==> src/rtl/ofm_stream_tx.sv <==
// rtl/ofm_stream_tx.sv - drains result BRAM banks into an AXI-Stream master
// Reads are issued against a credit of FIFO occupancy plus the in-flight read so the 4-deep FIFO never overflows.
module ofm_stream_tx #(
  parameter int DATA_WIDTH = 64,
  parameter int ADDR_WIDTH = 12,
  parameter int NUM_BANK   = 8
) (
  input  logic                         clk,
  input  logic                         rst,
  input  logic                         start,
  input  logic [ADDR_WIDTH:0]          word_cnt,
  input  logic [3:0]                   bank_num,
  output logic                         busy,
  output logic                         done,
  output logic [NUM_BANK-1:0]          en_rd,
  output logic [ADDR_WIDTH-1:0]        addr_rd,
  input  logic [NUM_BANK*DATA_WIDTH-1:0] din,
  output logic                         M_AXIS_TVALID,
  input  logic                         M_AXIS_TREADY,
  output logic [DATA_WIDTH-1:0]        M_AXIS_TDATA,
  output logic                         M_AXIS_TLAST
);

  localparam int CW = ADDR_WIDTH + 1;

  typedef enum logic [1:0] {S_IDLE, S_READ, S_DRAIN, S_DONE} state_t;

  state_t                state, state_nx;
  logic [CW-1:0]         wc_q;
  logic [3:0]            bn_q;
  logic [3:0]            bank_idx;
  logic [ADDR_WIDTH-1:0] addr;
  logic                  inflight;
  logic [3:0]            ifl_bank;
  logic                  ifl_last;

  logic [DATA_WIDTH-1:0] fifo_data [4];
  logic                  fifo_last [4];
  logic [1:0]            wr_ptr, rd_ptr;
  logic [2:0]            occ;

  logic [3:0]            bn_clamped;
  logic                  addr_last, bank_last;
  logic [2:0]            credit;
  logic                  issue, final_issue;
  logic                  push, pop;
  logic [DATA_WIDTH-1:0] push_data;

  assign bn_clamped  = (bank_num > 4'(NUM_BANK)) ? 4'(NUM_BANK) : bank_num;
  assign addr_last   = ({1'b0, addr} == (wc_q - CW'(1)));
  assign bank_last   = (bank_idx == (bn_q - 4'd1));
  assign credit      = occ + {2'b00, inflight};
  assign issue       = (state == S_READ) && (credit <= 3'd2);
  assign final_issue = issue && addr_last && bank_last;
  assign push        = inflight;
  assign pop         = M_AXIS_TVALID && M_AXIS_TREADY;

  always_comb begin
    push_data = '0;
    for (int k = 0; k < NUM_BANK; k++) begin
      if (ifl_bank == 4'(k)) push_data = din[k*DATA_WIDTH +: DATA_WIDTH];
    end
  end

  always_comb begin
    state_nx = state;
    case (state)
      S_IDLE: begin
        if (start) state_nx = ((word_cnt == '0) || (bn_clamped == 4'd0)) ? S_DONE : S_READ;
      end
      S_READ: begin
        if (final_issue) state_nx = S_DRAIN;
      end
      // The final beat is the only entry left once it reaches the head.
      S_DRAIN: begin
        if (pop && fifo_last[rd_ptr] && (occ == 3'd1) && !inflight) state_nx = S_DONE;
      end
      S_DONE:  state_nx = S_IDLE;
      default: state_nx = S_IDLE;
    endcase
  end

  always_ff @(posedge clk or negedge rst) begin
    if (!rst) begin
      state    <= S_IDLE;
      wc_q     <= '0;
      bn_q     <= '0;
      bank_idx <= '0;
      addr     <= '0;
      inflight <= 1'b0;
      ifl_bank <= '0;
      ifl_last <= 1'b0;
      wr_ptr   <= '0;
      rd_ptr   <= '0;
      occ      <= '0;
    end else begin
      state    <= state_nx;
      inflight <= issue;
      ifl_bank <= bank_idx;
      ifl_last <= final_issue;
      if ((state == S_IDLE) && start) begin
        wc_q     <= word_cnt;
        bn_q     <= bn_clamped;
        bank_idx <= '0;
        addr     <= '0;
      end else if (issue) begin
        if (addr_last) begin
          addr     <= '0;
          bank_idx <= bank_idx + 4'd1;
        end else begin
          addr <= addr + ADDR_WIDTH'(1);
        end
      end
      if (push) wr_ptr <= wr_ptr + 2'd1;
      if (pop)  rd_ptr <= rd_ptr + 2'd1;
      case ({push, pop})
        2'b10:   occ <= occ + 3'd1;
        2'b01:   occ <= occ - 3'd1;
        default: occ <= occ;
      endcase
    end
  end

  always_ff @(posedge clk) begin
    if (push) begin
      fifo_data[wr_ptr] <= push_data;
      fifo_last[wr_ptr] <= ifl_last;
    end
  end

  assign busy          = (state == S_READ) || (state == S_DRAIN);
  assign done          = (state == S_DONE);
  assign en_rd         = issue ? (NUM_BANK'(1) << bank_idx) : '0;
  assign addr_rd       = issue ? addr : '0;
  assign M_AXIS_TVALID = (occ != 3'd0);
  assign M_AXIS_TDATA  = M_AXIS_TVALID ? fifo_data[rd_ptr] : '0;
  assign M_AXIS_TLAST  = M_AXIS_TVALID && fifo_last[rd_ptr];

  assert property (@(posedge clk) disable iff (!rst) !(push && !pop && (occ == 3'd4)));
  assert property (@(posedge clk) disable iff (!rst) $onehot0(en_rd));

endmodule

==> config.mk <==
export PLATFORM = sky130hd
export DESIGN_NAME = ofm_stream_tx
export DESIGN_NICKNAME = d
export VERILOG_FILES = /design/src/rtl/ofm_stream_tx.sv
export SDC_FILE = /design/constraint.sdc
export NUM_CORES = 1
export LEC_CHECK = 0
export CAP_MARGIN = 20
export CORE_AREA = 2 2 241 243
export CTS_CLUSTER_DIAMETER = 120
export DETAILED_ROUTE_END_ITERATION = 7
export DIE_AREA = 0 0 243 245
export GPL_ROUTABILITY_DRIVEN = 0
export SYNTH_ARGS = -nofsm -noshare
export SYNTH_HDL_FRONTEND = slang
export SYNTH_SLANG_ARGS = --single-unit
==> constraint.sdc <==
create_clock -name clk -period 6.9 [get_ports clk]
set_clock_uncertainty 0.1 [all_clocks]
set_input_delay 1.38 -clock clk [delete_from_list [all_inputs] [get_ports clk]]
set_output_delay 1.38 -clock clk [all_outputs]
set_load 0.05 [all_outputs]
==> metrics <==
filler cell count approximately 5,400; Power Dens Cells about 350 nW/um^2; cell row count between 80 and 90; vias in the first global route ~14,000; Req. time, crit path 5420 ps; Area growth, synth to finish 51.8%; initial antenna violation count 19; Vias/cell a little over 5; Starting Density about 28%; # hold bufs at CTS 0; setup violators final 0; total global routing overflow 0; number of cells on the critical path 7; DRC Markers 0; Post-synth EDFFs 260; GRT Total Usage 22.5%; H-Tree Depth 2; asr flop ratio synth ~16%; Most used DFF post-synth edfxtp_1; Final period util approximately four fifths; total core area about 57,000 um^2; Pre-Repair DR Iteration Count 6; worst setup path end addr_rd[7]; status finished, final reports clean; die height roughly 250 um; max frequency ~180 MHz; PortBufs between 600 and 700; most common cell after layout, fill and taps aside clkdlybuf4s50_1; Root Driver clkbuf_16; vias roughly 14,000; Critical Path Start Type register; syn_nets 1,841; Critical Path, Cell by Cell ha_1 > ha_1 > xnor2_1 > nand3_1 > inv_1 > and2_1 > clkdlybuf4s50_1; Worst Min Path Start bn_q[3]$_DFFE_PN0P_; Die Wd roughly 240 um; Max IR drop VDD about 0.15 mV; max-cap violation count 0; Yosys top cell area share 48.9%; R2R depth 10; post-detail-place hpwl between 50 and 60 mm; FF+latch count, synth 308; Slew Limit Headroom roughly 23%; Mapped Cells between 1,000 and 1,500; total power roughly 8.4 mW; Hold Path Class register to register; Synth cell types 51; FF-to-FF End addr[11]$_DFFE_PN0P_; post-synth top area cell edfxtp_1; R2R setup slack 3280 ps; maximum single-stage delay on the critical path 830 ps; clock sinks 308; final hold violation count 0; IO Pins 621; Crit path arrival time about 4000 ps; die area slightly below 60,000 um^2; CTS resizes 0; CTS Buffer Depth 3; first-pass GRT wire length a little under 100 mm; Cell Area, Synth approximately 16,000 um^2; Sequential Area approximately 9000 um^2; min Tclk post-route 5470 ps; Routed WL per cell roughly 26 um; multi-input logic area ~6600 um^2; Setup Total Neg Slack 0 ps; post-synthesis sequential area ratio about 56%; most frequent cells in the layout clkdlybuf4s50_1 (619), edfxtp_1 (260), a22oi_1 (155); endpoint class of the critical path output port; slowest stage cell on the critical path clkdlybuf4s50_1; CP max FO 23; WP buf/inv 2; delay-heaviest family, CP buffers and inverters; CP Class register to output port; Critical Path Source inflight$_DFF_PN0_; largest net degree at the start of global routing 78; share of post-route cells with drive strength above 1 about 10%; drt initial violations about 1,200; worst skew pair latency about 540 ps; Final nets 2,428; Max Slew Vio Count 0; CTS tree done; Total Routed Length just under 70 mm; Slew @ Worst Pin 1160 ps; Reg clk slew, reported paths 60 ps; RSZ-0062 raised after global routing no; YS warnings 0; Crit path top cell by count ha_1; RR Startpoint inflight$_DFF_PN0_; static leakage around 8.3 nW; Post-CTS Setup Inserts 0; ranking of synthesized cells by area edfxtp_1 (49%), mux4_2 (9.5%), dfrtp_1 (7.5%); Mapped Avg Cell Area roughly 12 um^2; post-route ant nets 0; Num CTS Buffers 37
## layout make-up
cell class	count	area share (%)
Inverter	18	0.279
Timing Repair Buffer	644	26.5
Clock inverter	18	0.588
Sequential cell	308	37.2
Antenna cell	8	0.0826
Tap cell	765	3.95
Clock buffer	48	4.16
Multi-Input combinational cell	861	27.3
## metal layers
layer / global-route usage [%] / vias up / wire length [um]
li1: - / 6185 / -
met1: 27.9 / 6833 / 27800
met2: 38.0 / 650 / 34000
met3: 5.82 / 106 / 5620
met4: 7.98 / 12 / 2010
met5: 0 / - / 81
## cell usage after synthesis (5+ instances only)
master,number
a22oi_1,155
nand3b_1,7
nor3_1,9
mux4_2,67
dfrtp_1,48
a222oi_1,18
nor2_1,48
ha_1,25
o21ai_0,63
inv_1,18
mux2i_1,6
nand4_1,45
nand2_1,154
buf_1,16
a21oi_1,34
edfxtp_1,260
nor4_1,7
xor2_1,14
or4_1,5
nand3_1,21
nor2b_1,6
and2_1,86
mux2_2,15
o211ai_1,10
clkbuf_1,77
and3_1,6
xnor2_1,19
## per-stage QoR
| stage | setup slack [ps] | instance area (um^2) | hold slack (ps) | std cells | utilization, % |
|---|---|---|---|---|---|
| final | 1430 | 24200 | 396 | 2670 | 42.5 |
| after global routing | 1160 | 24200 | 413 | 2670 | 42.5 |
| after CTS | 1440 | 24200 | 397 | 2661 | 42.4 |
| after detailed placement | 2050 | 23000 | 383 | 2595 | 40.4 |
| after global placement | 2110 | 23000 | 374 | 2594 | 40.4 |
| after floorplan | 3070 | 16000 | 343 | 1283 | - |
## worst min-delay path by stage
stage,endpoint,slack [ps],depth (start not counted)
after floorplan,ifl_bank[3]$_DFF_PN0_,340,0
after global placement,fifo_last[3]$_DFFE_PP_,370,0
after detailed placement,bn_q[3]$_DFFE_PN0P_,380,2
after CTS,bn_q[3]$_DFFE_PN0P_,400,2
after global routing,bn_q[3]$_DFFE_PN0P_,410,2
final,bn_q[3]$_DFFE_PN0P_,400,2
## logic make-up (layout without fill, tap and decap cells)
kind of cell    after synthesis  count (layout)  share of synthesized area (%)
compound gates              299             299                           12.9
simple gates                416             416                           13.3
other cells                   0               8                              0
xor+xnor                     33              33                           1.81
mux                          88              88                           10.9
flops                       308             308                           56.4
buf+inv                     114             728                           2.70
fa+ha+maj                    25              25                           1.96
## where the power goes
group          switching (mW)  internal (mW)
logic                    2.27           1.62
registers               0.343           2.33
clock network           0.760           1.07
## state kept, by name, summed over array words and instances (netlist names)
name and cells:
inflight 1, fifo_last 4, rd_ptr 2, ifl_last 1, fifo_data 256, bn_q 4, state 2, wr_ptr 2
addr 12, occ 3, ifl_bank 4, wc_q 13, bank_idx 4
## worst reg2reg max path: stages, from the launching register on
cell and delay [ps]:
dfrtp_1 490, ha_1 260, ha_1 190, xnor2_1 140, nand3_1 660, inv_1 640, and2_1 230, nand3_1 100
or3b_2 480, xor2_1 140, nor2_1 50
Note: power is estimated with default switching activity, not from simulation.
